File: config.mk
export PLATFORM = sky130hd
export DESIGN_NAME = vec_op_issue_flat
export DESIGN_NICKNAME = d
export VERILOG_FILES = /design/src/rtl/vec_op_issue_if.sv /design/src/rtl/vec_op_issue.sv /design/src/flat_wrapper.sv
export SDC_FILE = /design/constraint.sdc
export NUM_CORES = 1
export LEC_CHECK = 0
export ABC_AREA = 1
export BUFFER_PORTS_ARGS = -buffer_cell sky130_fd_sc_hd__buf_2
export CAP_MARGIN = 20
export CORE_AREA = 8 8 180 182
export DETAILED_ROUTE_END_ITERATION = 8
export DIE_AREA = 0 0 188 190
export PLACE_DENSITY = 0.75
export SETUP_SLACK_MARGIN = 0.15
export SLEW_MARGIN = 20
export SYNTH_ARGS = -nofsm -noshare
export SYNTH_HDL_FRONTEND = slang
export SYNTH_SLANG_ARGS = --single-unit
File: constraint.sdc
create_clock -name clk -period 14.1 [get_ports clk]
set_clock_uncertainty 0.1 [all_clocks]
set_input_delay 0.705 -clock clk [delete_from_list [all_inputs] [get_ports clk]]
set_output_delay 0.705 -clock clk [all_outputs]
set_load 0.02 [all_outputs]
File: src/rtl/vec_op_issue_if.sv
// Operand-issue bus: dispatch op request, VRF read port pair and FU input beat.
// The slave modport is the issue sequencer; the master modport is its environment.
interface vec_op_issue_if #(
    parameter int unsigned VECTOR_WIDTH = 64,
    parameter int unsigned VECTOR_BYTE  = VECTOR_WIDTH / 8,
    parameter int unsigned ADDR_WITH    = 32,
    parameter int unsigned VL_W         = 16
);
    logic                    op_valid;
    logic                    op_ready;
    logic [ADDR_WITH-1:0]    op_src1_addr;
    logic [ADDR_WITH-1:0]    op_src2_addr;
    logic [ADDR_WITH-1:0]    op_dst_addr;
    logic [VL_W-1:0]         op_vl;
    logic [1:0]              op_sew;
    logic                    stall;
    logic                    vrf_rd_en;
    logic [ADDR_WITH-1:0]    vrf_rd_addr1;
    logic [ADDR_WITH-1:0]    vrf_rd_addr2;
    logic [VECTOR_WIDTH-1:0] vrf_rd_data1;
    logic [VECTOR_WIDTH-1:0] vrf_rd_data2;
    logic [VECTOR_WIDTH-1:0] in_vec1;
    logic [VECTOR_WIDTH-1:0] in_vec2;
    logic [VECTOR_BYTE-1:0]  byte_en;
    logic                    in_valid;
    logic [ADDR_WITH-1:0]    in_addr;
    logic                    busy;
    logic                    done;

    modport slave (
        input  op_valid, op_src1_addr, op_src2_addr, op_dst_addr, op_vl, op_sew,
               stall, vrf_rd_data1, vrf_rd_data2,
        output op_ready, vrf_rd_en, vrf_rd_addr1, vrf_rd_addr2, in_vec1, in_vec2,
               byte_en, in_valid, in_addr, busy, done
    );

    modport master (
        output op_valid, op_src1_addr, op_src2_addr, op_dst_addr, op_vl, op_sew,
               stall, vrf_rd_data1, vrf_rd_data2,
        input  op_ready, vrf_rd_en, vrf_rd_addr1, vrf_rd_addr2, in_vec1, in_vec2,
               byte_en, in_valid, in_addr, busy, done
    );
endinterface

File: src/rtl/vec_op_issue.sv
// Vector operand issue sequencer: walks both source operands through the VRF one
// beat per unstalled cycle and presents them to the FU with tail byte masking.
module vec_op_issue #(
    parameter int unsigned VECTOR_WIDTH = 64,
    parameter int unsigned DATA_WIDTH   = 64,
    parameter int unsigned VECTOR_BYTE  = VECTOR_WIDTH / 8,
    parameter int unsigned ADDR_WITH    = 32,
    parameter int unsigned VL_W         = 16
) (
    input  logic          clk,
    input  logic          rst,
    vec_op_issue_if.slave bus
);
    localparam int unsigned TB_W    = VL_W + 3;
    localparam int unsigned BSH     = $clog2(VECTOR_BYTE);
    localparam int unsigned NB_W    = TB_W - BSH;
    localparam int unsigned SEW_MAX = $clog2(DATA_WIDTH / 8);

    typedef enum logic [1:0] {IDLE, RUN, DRAIN} state_t;

    state_t                 state, state_nxt;
    logic [ADDR_WITH-1:0]   src1, src2, dst;
    logic [TB_W-1:0]        tot_bytes;
    logic [NB_W-1:0]        nb, beat;
    logic                   accept_c, rd_en_c;
    logic [1:0]             sew_c;
    logic [TB_W-1:0]        op_bytes_c, rem_c;
    logic [TB_W:0]          round_c;
    logic [NB_W-1:0]        nb_c;
    logic [VECTOR_BYTE-1:0] mask_c;

    // Op sizing: SEW wider than the element limit is clamped to the limit.
    always_comb begin
        sew_c      = (32'(bus.op_sew) > SEW_MAX) ? 2'(SEW_MAX) : bus.op_sew;
        op_bytes_c = TB_W'(bus.op_vl) << sew_c;
        round_c    = (TB_W + 1)'(op_bytes_c) + (TB_W + 1)'(VECTOR_BYTE - 1);
        nb_c       = NB_W'(round_c >> BSH);
    end

    // Tail mask from bytes remaining at the current beat.
    always_comb begin
        rem_c = tot_bytes - (TB_W'(beat) << BSH);
        if (rem_c >= TB_W'(VECTOR_BYTE))
            mask_c = '1;
        else
            mask_c = ~({VECTOR_BYTE{1'b1}} << rem_c[BSH-1:0]);
    end

    always_ff @(posedge clk or posedge rst) begin
        if (rst) state <= IDLE;
        else     state <= state_nxt;
    end

    always_comb begin
        state_nxt = state;
        accept_c  = 1'b0;
        rd_en_c   = 1'b0;
        case (state)
            IDLE: begin
                if (bus.op_valid) begin
                    accept_c  = 1'b1;
                    state_nxt = (op_bytes_c == '0) ? DRAIN : RUN;
                end
            end
            RUN: begin
                if (!bus.stall) begin
                    rd_en_c = 1'b1;
                    if (beat == nb - NB_W'(1)) state_nxt = DRAIN;
                end
            end
            DRAIN:   state_nxt = IDLE;
            default: state_nxt = IDLE;
        endcase
    end

    // Latched op fields and beat counter.
    always_ff @(posedge clk or posedge rst) begin
        if (rst) begin
            src1      <= '0;
            src2      <= '0;
            dst       <= '0;
            tot_bytes <= '0;
            nb        <= '0;
            beat      <= '0;
        end else if (accept_c) begin
            src1      <= bus.op_src1_addr;
            src2      <= bus.op_src2_addr;
            dst       <= bus.op_dst_addr;
            tot_bytes <= op_bytes_c;
            nb        <= nb_c;
            beat      <= '0;
        end else if (rd_en_c) begin
            beat      <= beat + NB_W'(1);
        end
    end

    // FU beat stage lines up with the VRF's one-cycle read latency.
    always_ff @(posedge clk or posedge rst) begin
        if (rst) begin
            bus.in_valid <= 1'b0;
            bus.in_addr  <= '0;
            bus.byte_en  <= '0;
            bus.done     <= 1'b0;
        end else begin
            bus.in_valid <= rd_en_c;
            bus.done     <= (state_nxt == DRAIN);
            if (rd_en_c) begin
                bus.in_addr <= dst + ADDR_WITH'(beat);
                bus.byte_en <= mask_c;
            end
        end
    end

    assign bus.op_ready     = (state == IDLE);
    assign bus.busy         = (state != IDLE);
    assign bus.vrf_rd_en    = rd_en_c;
    assign bus.vrf_rd_addr1 = src1 + ADDR_WITH'(beat);
    assign bus.vrf_rd_addr2 = src2 + ADDR_WITH'(beat);
    assign bus.in_vec1      = bus.vrf_rd_data1;
    assign bus.in_vec2      = bus.vrf_rd_data2;
endmodule

File: src/flat_wrapper.sv
// flat-port wrapper written by rule: the top's interface ports become plain ports
module vec_op_issue_flat 
#(
    parameter int unsigned VECTOR_WIDTH = 64,
    parameter int unsigned DATA_WIDTH   = 64,
    parameter int unsigned VECTOR_BYTE  = VECTOR_WIDTH / 8,
    parameter int unsigned ADDR_WITH    = 32,
    parameter int unsigned VL_W         = 16
)
  (clk, rst, bus_op_valid, bus_op_src1_addr, bus_op_src2_addr, bus_op_dst_addr, bus_op_vl, bus_op_sew, bus_stall, bus_vrf_rd_data1, bus_vrf_rd_data2, bus_op_ready, bus_vrf_rd_en, bus_vrf_rd_addr1, bus_vrf_rd_addr2, bus_in_vec1, bus_in_vec2, bus_byte_en, bus_in_valid, bus_in_addr, bus_busy, bus_done);
  vec_op_issue_if #(.VECTOR_WIDTH(VECTOR_WIDTH), .VECTOR_BYTE(VECTOR_BYTE), .ADDR_WITH(ADDR_WITH), .VL_W(VL_W)) bus_i ();
  input  logic clk;
  input  logic rst;
  input wire logic [$bits(bus_i.op_valid)-1:0] bus_op_valid;
  input wire logic [$bits(bus_i.op_src1_addr)-1:0] bus_op_src1_addr;
  input wire logic [$bits(bus_i.op_src2_addr)-1:0] bus_op_src2_addr;
  input wire logic [$bits(bus_i.op_dst_addr)-1:0] bus_op_dst_addr;
  input wire logic [$bits(bus_i.op_vl)-1:0] bus_op_vl;
  input wire logic [$bits(bus_i.op_sew)-1:0] bus_op_sew;
  input wire logic [$bits(bus_i.stall)-1:0] bus_stall;
  input wire logic [$bits(bus_i.vrf_rd_data1)-1:0] bus_vrf_rd_data1;
  input wire logic [$bits(bus_i.vrf_rd_data2)-1:0] bus_vrf_rd_data2;
  output wire logic [$bits(bus_i.op_ready)-1:0] bus_op_ready;
  output wire logic [$bits(bus_i.vrf_rd_en)-1:0] bus_vrf_rd_en;
  output wire logic [$bits(bus_i.vrf_rd_addr1)-1:0] bus_vrf_rd_addr1;
  output wire logic [$bits(bus_i.vrf_rd_addr2)-1:0] bus_vrf_rd_addr2;
  output wire logic [$bits(bus_i.in_vec1)-1:0] bus_in_vec1;
  output wire logic [$bits(bus_i.in_vec2)-1:0] bus_in_vec2;
  output wire logic [$bits(bus_i.byte_en)-1:0] bus_byte_en;
  output wire logic [$bits(bus_i.in_valid)-1:0] bus_in_valid;
  output wire logic [$bits(bus_i.in_addr)-1:0] bus_in_addr;
  output wire logic [$bits(bus_i.busy)-1:0] bus_busy;
  output wire logic [$bits(bus_i.done)-1:0] bus_done;
  assign bus_i.op_valid = bus_op_valid;
  assign bus_i.op_src1_addr = bus_op_src1_addr;
  assign bus_i.op_src2_addr = bus_op_src2_addr;
  assign bus_i.op_dst_addr = bus_op_dst_addr;
  assign bus_i.op_vl = bus_op_vl;
  assign bus_i.op_sew = bus_op_sew;
  assign bus_i.stall = bus_stall;
  assign bus_i.vrf_rd_data1 = bus_vrf_rd_data1;
  assign bus_i.vrf_rd_data2 = bus_vrf_rd_data2;
  assign bus_op_ready = bus_i.op_ready;
  assign bus_vrf_rd_en = bus_i.vrf_rd_en;
  assign bus_vrf_rd_addr1 = bus_i.vrf_rd_addr1;
  assign bus_vrf_rd_addr2 = bus_i.vrf_rd_addr2;
  assign bus_in_vec1 = bus_i.in_vec1;
  assign bus_in_vec2 = bus_i.in_vec2;
  assign bus_byte_en = bus_i.byte_en;
  assign bus_in_valid = bus_i.in_valid;
  assign bus_in_addr = bus_i.in_addr;
  assign bus_busy = bus_i.busy;
  assign bus_done = bus_i.done;
  vec_op_issue #(.VECTOR_WIDTH(VECTOR_WIDTH), .DATA_WIDTH(DATA_WIDTH), .VECTOR_BYTE(VECTOR_BYTE), .ADDR_WITH(ADDR_WITH), .VL_W(VL_W)) u_core (.clk(clk), .rst(rst), .bus(bus_i));
endmodule
Word level (Yosys, flattened, before mapping):

Index checks and enable logic that the tools add are counted.

* register bits after elaboration: 191
* bits of input ports: 246
* output and inout bits: 237
* word-level logic and storage cells: 41

* add/sub/neg operators: 7
* order comparisons: 1
* equal/unequal tests: 3
* shift-type cells: 2
* multiplexer cells: 12
* bitwise gates (word level): 1
* reduce and logical (&&, ||, !) cells: 4

Operators by type and width (number)
* $add 32x16->32: 3
* $mux 16: 2
* $add 19x3->19 const B: 1
* $ge 19x4->1 const B: 1
* $logic_not 19->1: 1
* $shl 16x2->19: 1
* $sub 19x19->19: 1
* $add 16x1->16 const B: 1
* $eq 16x16->1: 1
* $sub 16x1->16 const B: 1
* $mux 2: 4
* $mux 8: 1
* $not 8->8: 1
* $shl 8x3->8 const A: 1
* $mux 1: 4
* $pmux 2 s2: 1
* $reduce_bool 2->1: 2
* $eq 2x1->1 const B: 1
* $eq 2x2->1 const B: 1
* $logic_not 2->1: 1

Longest topological paths before layout:

* word-level depth: 6
* depth in mapped cells: 18
* depth with buffers taken out: 17

Worst setup path before layout:

No wires, ideal clock.

* kind: flip-flop to output port
* from: register u_core.beat[1]
* to: output port bus_vrf_rd_addr1[24]
* arrival: 2511 ps
* data required time: 13295 ps
* path slack: 10784 ps
* stages on the path, launching flop included: 9
* buffers on the path: 0
* cells stage by stage: dfrtp_1 inv_1 fa_1 o21ai_0 a21oi_1 o21ai_0 nand2_1 a21oi_1 xor2_1

* word-level cells in the longest chain between the ends: 1

RTL lines
* from (decl): RTL line vec_op_issue.sv:24 `logic [NB_W-1:0] nb, beat;`
* from (signal assigned): RTL line vec_op_issue.sv:93 `beat <= beat + NB_W'(1);`
* $add 32x16->32: RTL line vec_op_issue.sv:117 `assign bus.vrf_rd_addr1 = src1 + ADDR_WITH'(beat);`
* to (decl): RTL line flat_wrapper.sv:25 `output wire logic [$bits(bus_i.vrf_rd_addr1)-1:0] bus_vrf_rd_addr1;`

Every way passes these cells.

Worst setup path in the final report:

* from: register u_core.beat[1]
* to: output port bus_vrf_rd_addr1[28]

Same word-level chain as after synthesis.

==> run metrics <==
drt pass-1 iters=7; Max VDD drop=0.000108 V; Final period util=0.304; Max Slew Vio Count=0; Vias/cell=5.20; unrepaired setup endpoints after global routing=false; Die ar.=0.0357 mm2; Overall Power=0.00336 W; Worst-Margin Slew=1.01 ns; ANT cells=0; antenna violations before repair=4; worst hold margin=0.307 ns; outcome=complete, no violations; Max Clock Freq=233 MHz; Worst slew margin=0.320; Adder-Cell Fraction of Synth Area=0.0631; Seq/Total Area, Yosys=0.338; gr usage total=0.232; # rows=63; CTS tree=yes; Synth area leaders=dfrtp_1, nand2_1, buf_4; initial DRC count=1073; DR WL/cell=16.6 um; cells after synthesis=2072; Clock Sinks=191; synthesized-area fraction occupied by ao, oa, aoi and oai cells=0.0933; XOR/XNOR share of the synthesized area=0.0581; most frequent cells in the layout=nand2_1, buf_2, inv_1, dfrtp_1, nor2_1; fill count=2939; FF+latch count, synth=191; Pwr Density=220 mW/mm2; Simple-Gate Fraction of Synth Area=0.309; Finished Cell Area=0.0153 mm2; TritonCTS Buffers=17; Final Wtd Congestion=0.953; final net count=2462; mux cell area share after synthesis=0; first-pass GRT wire length=67600 um; share of the synthesized area in the top cell type=0.338; Worst EP arrival=3.48 ns; die span in y=190 um; DR vias=13300; post-synthesis cell area=0.0142 mm2; main combinational cell family by area after synthesis=simple AND/OR/NAND/NOR gates; Period minus WS final=4.29 ns; Req. time, crit path=13.30 ns; library cells used by synthesis=38; Synth area leader=dfrtp_1; Initial Utilization=0.482; Longest Clk Path Bufs=2; Antenna Violating Nets Remaining=0; setup tns final=0 ns; Die Width=188 um; Core Region=0.0294 mm2; clk_lat worst skew=0.44 ns; area grow syn2layout=8.01%; LEAKAGE=8.12 nW; proportion of layout cells with a drive suffix above 1=0.131; gr ovfl total=0; largest net degree at the start of global routing=116; prevailing post-synth register cell=dfrtp_1; # hold bufs at CTS=0; commonest non-fill, non-tap cell in the layout=nand2_1; total wire length=42300 um; vias in the first global route=13200; Post-synth EDFFs=0; Crit Path Max Fanout=9; Setup-failing EPs final=0; Post-DP Area=0.0147 mm2; setup bufs post-CTS=0; H-tree level count=4; Avg Inst Size Synth=6.83 um2; number of remaining DRC errors=0; Async SR Flop Fraction=1.00; final hold vios=0; critical path class=flop to output pin; Resized cells post-CTS=0; Startpoint Class=flop; CTS root buf=clkbuf_16; HP Class=input port to async pin; Synth Warn #=0; DP HPWL=32400 um; MaxCap Viol Count=0; I/O pins=483; crit end category=output pin; syn nets=2387; clock-pin slew on the worst setup and hold paths=0.08 ns; PortBufs=226
## report_power, final
group / switching (W) / internal, W
clock network: 0.000249 / 0.000259
logic: 0.00122 / 0.000628
registers: 0.000227 / 0.000784
## final timing paths
| check | startpoint | endpoint | slack, ns | cells past startpoint |
|---|---|---|---|---|
| worst max-delay path | u_core.beat[1] | bus_vrf_rd_addr1[28] | 9.81 | 10 |
| worst min-delay path | rst | u_core.bus.byte_en[7] | 0.31 | 2 |
| worst max register to register | u_core.beat[0] | u_core.bus.in_addr[14] | 10.94 | 13 |
| worst min register to register | u_core.bus.in_addr[0] | u_core.bus.in_addr[0] | 0.38 | 2 |
| max in group asynchronous | rst | u_core.src2[23] | 12.01 | 3 |
| min in group clk | bus_op_src2_addr[11] | u_core.src2[11] | 0.35 | 3 |
## cell type report
class | count | area, um2 | share of cell area
Inverter | 218 | 828 | 0.0542
Timing Repair Buffer | 230 | 1160 | 0.0759
Sequential cell | 191 | 4780 | 0.313
Tap cell | 390 | 488 | 0.0319
Clock buffer | 18 | 439 | 0.0287
Clock inverter | 14 | 171 | 0.0112
Multi-Input combinational cell | 1489 | 7420 | 0.486
## worst max-delay path, cell delays in order (launching register included)
cell and delay (ns):
dfrtp_1 0.57, inv_1 0.26, fa_1 0.51, o21ai_0 0.32
a21oi_1 0.20, o21ai_0 0.36, nand2_1 0.13, a21oi_1 0.30
nand3_1 0.12, nand2_1 0.11, buf_2 0.17
## cells in the mapped netlist (2+ instances only)
cell and n:
xor2_1 70, o21a_1 6, nand4_1 33, clkbuf_1 35, dfrtp_1 191, fa_1 4
a21oi_1 77, o21ai_2 2, buf_1 5, buf_4 130, and2_1 3, or2_2 8
o21ai_0 137, nand3_2 2, ha_1 65, o31ai_1 4, inv_1 213, o21ai_1 11
nor2_1 163, a31oi_1 2, nor4_1 3, nor3_1 33, a21boi_0 5, nand3b_1 10
xnor2_1 24, inv_2 4, buf_2 3, o211ai_1 3, nand3_1 98, nand2_1 720
## per-layer routing
metal | track usage | vias up | share of wire
li1 | - | 6591 | -
met1 | 0.284 | 6071 | 0.42
met2 | 0.382 | 484 | 0.46
met3 | 0.0672 | 118 | 0.084
met4 | 0.0918 | 8 | 0.033
met5 | 0 | - | 0.0010
## flip-flops by register name, summed over array words and instances (netlist names), 8 cells and up
| signal | count |
|---|---|
| u_core.bus.in_addr | 32 |
| u_core.dst | 32 |
| u_core.src1 | 32 |
| u_core.src2 | 32 |
| u_core.tot_bytes | 19 |
| u_core.beat | 16 |
| u_core.nb | 16 |
| u_core.bus.byte_en | 8 |
## cells by family (layout without fill, tap and decap cells)
family                   Yosys count  after routing
AO/OA/AOI/OAI                    251            251
XOR/XNOR                          94             94
buffers and inverters            392            480
adder cells (fa/ha/maj)           69             69
AND/OR/NAND/NOR                 1075           1075
flip-flops                       191            191
## per-stage QoR
stage / worst slack, ns / instances / utilization
finish: 9.81 / 2550 / 0.520
global route: 9.46 / 2550 / 0.520
CTS: 9.80 / 2550 / 0.520
detailed placement: 10.31 / 2518 / 0.499
global placement: 10.46 / 2518 / 0.499
floorplan: 8.10 / 2072 / -
Note: power is estimated with default switching activity, not from simulation.
